`config.mk`:
```
export PLATFORM = sky130hd
export DESIGN_NAME = shift_reg_pio_flat
export DESIGN_NICKNAME = d
export VERILOG_FILES = /design/src/rtl/shift_reg_pio_if.sv /design/src/rtl/shift_reg_pio.sv /design/src/flat_wrapper.sv
export SDC_FILE = /design/constraint.sdc
export NUM_CORES = 1
export LEC_CHECK = 0
export CAP_MARGIN = 10
export CORE_MARGIN = 4
export CORE_UTILIZATION = 50
export DETAILED_ROUTE_END_ITERATION = 8
export DONT_BUFFER_PORTS = 1
export SYNTH_ARGS = -nofsm -noshare
export SYNTH_HDL_FRONTEND = slang
export SYNTH_SLANG_ARGS = --single-unit
```
`constraint.sdc`:
```
create_clock -name clk -period 2.1 [get_ports clk]
set_input_delay 0 -clock clk [delete_from_list [all_inputs] [get_ports clk]]
set_output_delay 0 -clock clk [all_outputs]
set_load 0.005 [all_outputs]
```
`src/rtl/shift_reg_pio_if.sv`:
```
// Handshake and data bundle for the universal shift register.
// master drives controls; slave is the register itself.
interface shift_reg_pio_if #(
    parameter int WIDTH = 10,
    parameter int LANES = 1,
    parameter int CNT_W = $clog2(WIDTH / LANES + 1)
);
    logic             load;
    logic [WIDTH-1:0] load_data;
    logic [2:0]       mode;
    logic             shift_en;
    logic [LANES-1:0] ser_in;
    logic             burst_start;
    logic [CNT_W-1:0] burst_len;
    logic [WIDTH-1:0] data_out;
    logic [LANES-1:0] ser_out_lsb;
    logic [LANES-1:0] ser_out_msb;
    logic             busy;
    logic             done;

    modport master (
        output load,
        output load_data,
        output mode,
        output shift_en,
        output ser_in,
        output burst_start,
        output burst_len,
        input  data_out,
        input  ser_out_lsb,
        input  ser_out_msb,
        input  busy,
        input  done
    );

    modport slave (
        input  load,
        input  load_data,
        input  mode,
        input  shift_en,
        input  ser_in,
        input  burst_start,
        input  burst_len,
        output data_out,
        output ser_out_lsb,
        output ser_out_msb,
        output busy,
        output done
    );
endinterface

```
`src/rtl/shift_reg_pio.sv`:
```
// Universal multi-lane shift register with parallel load,
// logical/rotate/arithmetic steps and a self-timed burst engine.
module shift_reg_pio #(
    parameter int WIDTH = 10,
    parameter int LANES = 1
) (
    input  logic            clk,
    input  logic            rst,
    shift_reg_pio_if.slave  bus
);
    localparam int CNT_W = $clog2(WIDTH / LANES + 1);

    localparam logic [2:0] M_HOLD = 3'd0;
    localparam logic [2:0] M_SHL  = 3'd1;
    localparam logic [2:0] M_SHR  = 3'd2;
    localparam logic [2:0] M_ROL  = 3'd3;
    localparam logic [2:0] M_ROR  = 3'd4;
    localparam logic [2:0] M_ASR  = 3'd5;

    typedef enum logic {
        IDLE,
        RUN
    } state_t;

    state_t           state_q;
    logic [WIDTH-1:0] data_q;
    logic [WIDTH-1:0] step_d;
    logic [CNT_W-1:0] cnt_q;
    logic [2:0]       bmode_q;
    logic [2:0]       op_mode;
    logic             busy_q;
    logic             done_q;

    // One step of the selected operation; reserved codes hold.
    function automatic logic [WIDTH-1:0] step_fn(
        input logic [2:0]       m,
        input logic [WIDTH-1:0] d,
        input logic [LANES-1:0] fill
    );
        logic [WIDTH-1:0] r;
        r = d;
        case (m)
            M_SHL:   r = {d[WIDTH-LANES-1:0], fill};
            M_SHR:   r = {fill, d[WIDTH-1:LANES]};
            M_ROL:   r = {d[WIDTH-LANES-1:0], d[WIDTH-1:WIDTH-LANES]};
            M_ROR:   r = {d[LANES-1:0], d[WIDTH-1:LANES]};
            M_ASR:   r = {{LANES{d[WIDTH-1]}}, d[WIDTH-1:LANES]};
            M_HOLD:  r = d;
            default: r = d;
        endcase
        return r;
    endfunction

    // A running burst uses its captured mode; otherwise the live mode.
    always_comb begin
        op_mode = bus.mode;
        if (state_q == RUN) begin
            op_mode = bmode_q;
        end
        step_d = step_fn(op_mode, data_q, bus.ser_in);
    end

    // Register, burst FSM and registered handshake outputs.
    always_ff @(posedge clk) begin
        if (rst) begin
            state_q <= IDLE;
            data_q  <= '0;
            cnt_q   <= '0;
            bmode_q <= M_HOLD;
            busy_q  <= 1'b0;
            done_q  <= 1'b0;
        end else begin
            done_q <= 1'b0;
            if (bus.load) begin
                // Load aborts any burst silently.
                data_q  <= bus.load_data;
                state_q <= IDLE;
                cnt_q   <= '0;
                busy_q  <= 1'b0;
            end else if (state_q == RUN) begin
                data_q <= step_d;
                cnt_q  <= cnt_q - 1'b1;
                if (cnt_q == CNT_W'(1)) begin
                    state_q <= IDLE;
                    busy_q  <= 1'b0;
                    done_q  <= 1'b1;
                end
            end else if (bus.burst_start && (bus.burst_len != '0)) begin
                // Capture only; the first step is on the next edge.
                bmode_q <= bus.mode;
                cnt_q   <= bus.burst_len;
                state_q <= RUN;
                busy_q  <= 1'b1;
            end else if (bus.shift_en) begin
                data_q <= step_d;
            end
        end
    end

    assign bus.data_out    = data_q;
    assign bus.ser_out_lsb = data_q[LANES-1:0];
    assign bus.ser_out_msb = data_q[WIDTH-1:WIDTH-LANES];
    assign bus.busy        = busy_q;
    assign bus.done        = done_q;

endmodule

```
`src/flat_wrapper.sv`:
```
// flat-port wrapper written by rule: the top's interface ports become plain ports
module shift_reg_pio_flat 
#(
    parameter int WIDTH = 10,
    parameter int LANES = 1
)
  (clk, rst, bus_load, bus_load_data, bus_mode, bus_shift_en, bus_ser_in, bus_burst_start, bus_burst_len, bus_data_out, bus_ser_out_lsb, bus_ser_out_msb, bus_busy, bus_done);
  shift_reg_pio_if #(.WIDTH(WIDTH), .LANES(LANES)) bus_i ();
  input  logic clk;
  input  logic rst;
  input wire logic [$bits(bus_i.load)-1:0] bus_load;
  input wire logic [$bits(bus_i.load_data)-1:0] bus_load_data;
  input wire logic [$bits(bus_i.mode)-1:0] bus_mode;
  input wire logic [$bits(bus_i.shift_en)-1:0] bus_shift_en;
  input wire logic [$bits(bus_i.ser_in)-1:0] bus_ser_in;
  input wire logic [$bits(bus_i.burst_start)-1:0] bus_burst_start;
  input wire logic [$bits(bus_i.burst_len)-1:0] bus_burst_len;
  output wire logic [$bits(bus_i.data_out)-1:0] bus_data_out;
  output wire logic [$bits(bus_i.ser_out_lsb)-1:0] bus_ser_out_lsb;
  output wire logic [$bits(bus_i.ser_out_msb)-1:0] bus_ser_out_msb;
  output wire logic [$bits(bus_i.busy)-1:0] bus_busy;
  output wire logic [$bits(bus_i.done)-1:0] bus_done;
  assign bus_i.load = bus_load;
  assign bus_i.load_data = bus_load_data;
  assign bus_i.mode = bus_mode;
  assign bus_i.shift_en = bus_shift_en;
  assign bus_i.ser_in = bus_ser_in;
  assign bus_i.burst_start = bus_burst_start;
  assign bus_i.burst_len = bus_burst_len;
  assign bus_data_out = bus_i.data_out;
  assign bus_ser_out_lsb = bus_i.ser_out_lsb;
  assign bus_ser_out_msb = bus_i.ser_out_msb;
  assign bus_busy = bus_i.busy;
  assign bus_done = bus_i.done;
  shift_reg_pio #(.WIDTH(WIDTH), .LANES(LANES)) u_core (.clk(clk), .rst(rst), .bus(bus_i));
endmodule
```
# Word-level counts from Yosys, hierarchy flattened
# Cells that the tools add are included.
word_totals:
  register_bits: 20
  output_inout_bits: 14
  inputBits: 23
  elab_cells: 41
classes:
  bitwise_logic: 2
  n_mux: 15
  reduce_logical: 9
  add_sub_neg: 1
  n_eq_ne: 8
op_table:
  columns: ["op", "n"]
  rows:
  - ["$pmux W10 S5", 1]
  - ["$mux W10", 4]
  - ["$mux W4", 2]
  - ["$mux W1", 7]
  - ["$eq A3 B2 Y1 const B", 2]
  - ["$eq A3 B3 Y1 const B", 2]
  - ["$eq A4 B1 Y1 const B", 1]
  - ["$reduce_and A2 Y1", 2]
  - ["$reduce_bool A4 Y1", 1]
  - ["$sub A4 B1 Y4 const B", 1]
  - ["$eq A3 B1 Y1 const B", 1]
  - ["$mux W3", 1]
  - ["$ne A3 B2 Y1 const B", 1]
  - ["$reduce_and A3 Y1", 1]
  - ["$reduce_bool A3 Y1", 1]
  - ["$reduce_or A3 Y1", 1]
  - ["$ne A2 B2 Y1 const B", 1]
  - ["$not A1 Y1", 2]
  - ["$reduce_bool A2 Y1", 1]
  - ["$reduce_or A2 Y1", 1]
  - ["$logic_and A1 B1 Y1", 1]

# Logic depth before layout (Yosys ltp)
# Gate-level depths: netlist (run 1).
logic_depth:
  depth_word: 7
  depth_mapped: 7
  mapped_depth_nobuf: 5

# Least setup slack after synthesis (run 1)
# Ideal clock, no wire load.
synth_path:
  path_kind: "reg-to-reg"
  from: "register u_core.bmode_q[1]"
  to: "register u_core.data_q[0], in the netlist u_core.bus.data_out[0]"
  synth_period_minus_slack_ns: 1.597
  path_slack_ns: 0.503
  n_path_buf: 2
  arrival_time_ns: 1.472
  stages_incl_launch_ff: 8
  setup_ns: 0.126
  path_cell_list: "dfxtp_1 buf_6 or3_4 and3_4 a31oi_4 nand2b_1 buf_6 o221ai_2"
synth_via:
  elab_chain_cells: 7
  word_cells_on_any_way: 11
  classes_between: "eq/ne (5); mux (6)"
synth_rtl:
  columns: ["item", "line", "source"]
  rows:
  - ["start: declaration", "shift_reg_pio.sv:29", "logic [2:0] bmode_q;"]
  - ["start signal: assignment", "shift_reg_pio.sv:90", "bmode_q <= bus.mode;"]
  - ["$mux W3 (*)", "shift_reg_pio.sv:57", "if (state_q == RUN) begin"]
  - ["$eq A3 B3 Y1, or another cell as far along", "shift_reg_pio.sv:42", "case (m)"]
  - ["$pmux W10 S5 (*)", "shift_reg_pio.sv:42", null]
  - ["$mux W10", "shift_reg_pio.sv:94", "end else if (bus.shift_en) begin"]
  - ["$mux W10", "shift_reg_pio.sv:88", "end else if (bus.burst_start && (bus.burst_len != '0)) begin"]
  - ["$mux W10 (*)", "shift_reg_pio.sv:80", "end else if (state_q == RUN) begin"]
  - ["$mux W10 (*)", "shift_reg_pio.sv:74", "if (bus.load) begin"]
  - ["end signal: assignment", "shift_reg_pio.sv:76", "data_q <= bus.load_data;"]
  - ["end signal: assignment", "shift_reg_pio.sv:81", "data_q <= step_d;"]
  - ["end signal: assignment", "shift_reg_pio.sv:95", "data_q <= step_d;"]
  - ["end: declaration", "shift_reg_pio.sv:26", "logic [WIDTH-1:0] data_q;"]
# Every way passes the cells marked *; elsewhere a longest branch is shown, timed or not. The select of a mux whose other input is x is not followed.
# A chain may end at the register's enable or synchronous reset.

# Worst setup path after layout (run 1)
layout_path:
  from: "register u_core.state_q"
  to: "register u_core.cnt_q[2]"
layout_via:
  elab_chain_cells: 1
  word_cells_on_any_way: 2
  classes_between: "mux (1); reduce/logical (1)"
layout_rtl:
  columns: ["item", "line", "source"]
  rows:
  - ["start: declaration", "shift_reg_pio.sv:25", "state_t state_q;"]
  - ["start signal: assignment", "shift_reg_pio.sv:66", "state_q <= IDLE;"]
  - ["start signal: assignment", "shift_reg_pio.sv:77", "state_q <= IDLE;"]
  - ["start signal: assignment", "shift_reg_pio.sv:84", "state_q <= IDLE;"]
  - ["$mux W4 / $reduce_bool A2 Y1 (equally long branches)", null, null]
  - ["end signal: assignment", "shift_reg_pio.sv:82", "cnt_q <= cnt_q - 1'b1;"]
  - ["end signal: assignment", "shift_reg_pio.sv:91", "cnt_q <= bus.burst_len;"]
  - ["end: declaration", "shift_reg_pio.sv:28", "logic [CNT_W-1:0] cnt_q;"]
# Several ways; a longest one is shown, not always the timed one.

==> metrics, run 1 <==
status complete, no violations; GR peak layer met2; largest net degree at the start of global routing 16; Via density 5.741; Seq/Total Area, Yosys 30.65%; DRT antenna net count 0; M3 GR Usage 4.357%; Cell Area, Synth 1306 um^2; grt total ovfl 0; WS Path Type register to register; antenna violations before repair 0; DRC 0; Total GRT Usage 18.53%; Post-Route WL 3045 um; Min Clock Period, post-route 1828 ps; TritonCTS Buffers 3; number of top-level pins 37; Iteration-0 DRC Markers 30; Worst-Margin Slew 607.9 ps; Vias 1108; post-synth top area cell dfxtp_1; top post-synthesis cells by area dfxtp_1 (31%), mux2i_1 (12%), o221ai_2 (10%), inv_1 (3.7%), nand2_1 (3.7%); CTS tree yes; Area Overhead vs Synth 20.02%; ANT cells 0; Root Buffer clkbuf_4; # rows 18; Final Hold Slack 6.066 ps; DRT Pass-1 Iters 4; global-route wire length before repair 4995 um; final non-filler cell total 193; Mapped Cells 143; Layout Nets 189; die footprint 3494 um^2; Detail Placement HPWL 2160 um; endpoint type of the worst setup path register; Main synth FF type dfxtp_1; vias in the first global route 1091; Leak 0.5620 nW; crit start category register; Final Cycle Share 87.02%; Synth cell types 39; die width 59.11 um; Slew Viols, Final 0; MaxCap Viol Count 0; Cell Area, Placed 1300 um^2; WP data arrival 2040 ps; Max Clock Freq 547.2 MHz; CTS max path bufs 2; syn_area_per_cell 9.135 um^2; I/O Buffers 0; area share of the largest cell type after synthesis 30.65%; CP Max Fanout 15; slew margin rel. 59.16%; FF+latch count, synth 20; sum of negative setup slack 0 ps; met1 Use GR 23.90%; Die H 59.11 um; mean routed wirelength per cell 15.78 um; final core utilization 63.28%; Final Skew 7.259 ps; global placement routability congestion 0.7476; Initial Utilization 52.73%; Power Density 548.4 nW/um^2; H-tree depth 1; DP Cell Count 166; share of layout cells above drive strength 1 14.11%; RSZ-0062 raised after global routing no; Reg clk slew, reported paths 110 ps; synth cell count leaders dfxtp_1 (20), mux2i_1 (16), inv_1 (13), nand2_1 (13), nor2_1 (12); fraction of registers with async set/reset 0%; Fin. Hold Viols 0; Critical Path RT 2310 ps; Setup violations, final 0; Hold Crit Class input pin to register; final instance area 1568 um^2; total nets after synthesis 168; Sink Count 20; Core Box Area 2477 um^2; cell with the most instances after synthesis dfxtp_1; GR Util met2 30.13%; Yosys warning count 0; Worst-Skew Late Latency 320 ps; worst vdd ir 334.9 uV; EDFF count, synth 0
==> stage by stage <==
stage | setup slack, ps | power [mW]
after global routing | 152.2 | 0.8963
after detailed placement | 399.8 | 0.5945
after floorplan | 502.7 | 0.5760
final | 272.5 | 0.8598
after global placement | 433.3 | 0.5883
after CTS | 73.88 | 0.8610
==> repair_timing <==
action / 4_1_cts / 5_1_grt
endpoints found under the setup margin: 0 / 1
hold endpoints to repair: 20 / 0
buffers inserted: 0 / 0
hold buffers: 23 / 0
gates resized for setup: 0 / 1
==> cell usage in the layout (no fill, tap or decap), types with 2 or more instances in the layout <==
cell type,n
dlygate4sd3_1,23
nand3_1,2
ha_1,2
nor2_1,12
nand3b_1,2
xnor2_1,2
inv_1,13
mux2i_1,16
o21ai_0,5
o221ai_2,9
a31oi_1,3
nand2_1,13
buf_4,4
nand2b_1,2
clkbuf_4,3
nor2b_1,2
a211oi_1,6
nor3_1,3
dfxtp_1,19
a21oi_1,3
==> worst paths after layout <==
| path | depth (start not counted) | end | from | slack [ps] |
|---|---|---|---|---|
| worst min register to register | 2 | u_core.cnt_q[3] | u_core.cnt_q[3] | 530 |
| worst min-delay path | 2 | u_core.state_q | bus_burst_len[3] | 6 |
| worst max-delay path | 5 | u_core.cnt_q[2] | u_core.state_q | 270 |
| worst max register to register | 5 | u_core.cnt_q[2] | u_core.state_q | 270 |
==> final cells by class <==
type	instances	area [um^2]
Fill cell	227	909.6
Multi-Input combinational cell	99	783.3
Sequential cell	20	401.6
Timing Repair Buffer	27	260.3
Inverter	13	48.80
Tap cell	30	37.54
Clock buffer	4	36.28
==> worst max-delay path: stages, from the launching register on <==
cell and delay, ps:
dfxtp_2 520, buf_4 220, nor2_1 80, a222oi_1 290
nor2_1 60, dlygate4sd3_1 550
==> kinds of logic after synthesis <==
kind of cell / Yosys count / synth area share (%)
XOR/XNOR: 2 / 1.341
buffers and inverters: 24 / 9.386
multiplexers: 16 / 12.26
AND/OR/NAND/NOR: 42 / 16.09
adder cells (fa/ha/maj): 2 / 1.915
AO/OA/AOI/OAI: 37 / 28.35
flip-flops: 20 / 30.65
==> report_power, final <==
group	total (mW)	internal [mW]	leakage (nW)	switching (mW)
clock network	0.236	0.106	0.0210	0.130
registers	0.434	0.402	0.165	0.0320
logic	0.190	0.104	0.376	0.0863
total	0.860	0.611	0.562	0.248
==> registers in the layout (all words and copies together), names as in the netlist <==
| name | count |
|---|---|
| u_core.bus.busy | 1 |
| u_core.bus.done | 1 |
| u_core.state_q | 1 |
| u_core.bmode_q | 3 |
| u_core.cnt_q | 4 |
| u_core.bus.data_out | 10 |
==> metal layers <==
layer / wire, um / up-vias
li1: - / 558
met3: 178 / 5
met5: 0 / -
met2: 1423 / 25
met1: 1399 / 520
met4: 44 / 0
No activity file was read; power rests on OpenSTA's default activity.
==> inputs of run 2 (changes only) <==
- PLACE_DENSITY: default -> 0.62
==> run 2 against run 1 <==
Final cell count increased by 0.52%. Critical path type unchanged. Die area unchanged. First-iteration DRC count increased by 47%. Clock skew decreased by 5.7 ps. Largest power group unchanged. Register-to-register slack got worse by 170 ps. Sequential power about the same. Critical path depth increased by 1. Largest cell class unchanged.
==> metrics, run 2 (synthesis results as in run 1) <==
status complete, no violations; Crit path largest cell delay 560 ps (about the same); slew margin rel. 54.02% (-5.1 points); Via density 5.881 (+2.4%); Layout Nets 191 (+1.1%); # rows 18 (unchanged); Vias 1141 (+3.0%); number of top-level pins 37 (unchanged); Final Hold Slack 3.649 ps (-2.416 ps); MaxCap Viol Count 0 (unchanged); Worst-Margin Slew 687.1 ps (+79.26 ps); Worst Setup EP u_core.bus.data_out[9]; RSZ-0062 raised after global routing no; Leak 0.5650 nW (+0.53%); most common cell after layout, fill and taps aside dlygate4sd3_1; final instance area 1567 um^2 (about the same); CP top delay family buffers and inverters; max reg flops 10 (unchanged); Slew Viols, Final 0 (unchanged); Final Cycle Share 94.95% (+7.9 points); Hold Path Depth 2 (unchanged); CP max stage cell dlygate4sd3_1; antenna violations before repair 0 (unchanged); Power Density 521.0 nW/um^2 (-5.0%); Core Box Area 2477 um^2 (unchanged); Max Clock Freq 501.5 MHz (-8.4%); CP Max Fanout 9 (-6); Setup violations, final 0 (unchanged); Worst Setup SP u_core.bmode_q[1]; Post-Route WL 2986 um (-1.9%); Final Skew 1.563 ps (-5.697 ps); share of layout cells above drive strength 1 15.24% (+1.1 points); CTS tree yes; ANT cells 0 (unchanged); Critical Path RT 2350 ps (+40 ps); Total GRT Usage 18.47% (-0.065 points); WS Path Type register to register; Area Overhead vs Synth 19.92% (about the same); crit start category register; endpoint type of the worst setup path register; die width 59.11 um (unchanged); largest net degree at the start of global routing 16 (unchanged); Fin. Hold Viols 0 (unchanged); global placement routability congestion 0.7821 (+4.6%); Worst-Skew Late Latency 300 ps (-20 ps); grt total ovfl 0 (unchanged); vias in the first global route 1090 (-0.092%); sum of negative setup slack 0 ps (unchanged); Root Buffer clkbuf_4; DRT Pass-1 Iters 4 (unchanged); Crit path buffers/inverters 1 (-1); WP data arrival 2240 ps (+200 ps); worst vdd ir 319.3 uV (-4.6%); most used cell, CP o21ai_0; H-tree depth 1 (unchanged); Min Clock Period, post-route 1994 ps (+166.5 ps); Sink Count 20 (unchanged); Detail Placement HPWL 2096 um (-3.0%); worst r2r src u_core.bmode_q[1]; Iteration-0 DRC Markers 44 (+47%); R2R depth 6 (+1); reg2reg setup slack 110 ps (-170 ps); mean routed wirelength per cell 15.39 um (-2.4%); Reg clk slew, reported paths 110 ps (about the same); Reg-to-Reg End u_core.bus.data_out[9]; Cell Area, Placed 1292 um^2 (-0.58%); # fillers 218 (-4.0%); final core utilization 63.23% (about the same); CP cell instances or3_4 > nand3_1 > o21ai_0 > o2bb2a_1 > o21ai_0 > dlygate4sd3_1; min-delay src bus_burst_len[0]; Worst path depth 6 (+1); Initial Utilization 52.73% (unchanged); CTS max path bufs 2 (unchanged); global-route wire length before repair 5050 um (+1.1%); commonest non-fill, non-tap cells in the layout dlygate4sd3_1 (22), dfxtp_1 (19), mux2i_1 (16); I/O Buffers 0 (unchanged); Hold Crit Class input pin to register; Die H 59.11 um (unchanged); die footprint 3494 um^2 (unchanged); TritonCTS Buffers 3 (unchanged); DRT antenna net count 0 (unchanged); DRC 0 (unchanged)
-- run 2: cell count changes in the layout (fill, tap and decap cells not counted) --
cell           before  now
buf_4               4    7
dlygate4sd3_1      23   22
clkbuf_8            1    0
-- run 2: repair_timing --
action                                  4_1_cts  5_1_grt
hold buffers                                 22        0
setup buffers                                 0        4
endpoints found under the setup margin        0        2
hold endpoints to repair                     20        0
resized for setup                             0        1
-- run 2: metal layers --
layer	part of all wire, %	vias to the layer above	GRT usage, %	routed length (um)
met3	6.0	5	3.922	179
met4	1.0	0	4.854	30
li1	-	562	-	-
met5	0	-	0	0
met1	44	540	23.73	1303
met2	49	34	31.23	1472
-- run 2: worst min path at each step --
stage / endpoint / slack (ps)
2_1_floorplan: u_core.bus.data_out[0] / 120
3_3_place_gp: u_core.bmode_q[0] / 80
3_5_place_dp: u_core.bmode_q[2] / 80
4_1_cts: u_core.cnt_q[0] / 4
5_1_grt: u_core.cnt_q[0] / 5
6_report: u_core.cnt_q[0] / 4
-- run 2: per-stage QoR --
step | power (mW) | cells | worst slack (ps)
2_1_floorplan | 0.5760 | 143 | 502.7
3_3_place_gp | 0.5867 | 165 | 442.4
3_5_place_dp | 0.5924 | 165 | 411.1
4_1_cts | 0.8071 | 190 | 33.03
5_1_grt | 0.8609 | 194 | 26.59
6_report | 0.8162 | 194 | 106.0
-- run 2: final cells by class --
cell class	instances	area [um^2]	area share [%]
tap	30	37.54	2.396
sequential	20	401.6	25.64
clock buffer	3	22.52	1.438
inverter	13	48.80	3.115
timing repair buffer	29	272.8	17.41
multi-input combinational	99	783.3	50.00
-- run 2: power by group --
group | total [mW] | internal, mW | switching, mW
combinational | 0.199 | 0.111 | 0.0873
sequential | 0.433 | 0.401 | 0.0320
clock | 0.184 | 0.0668 | 0.117
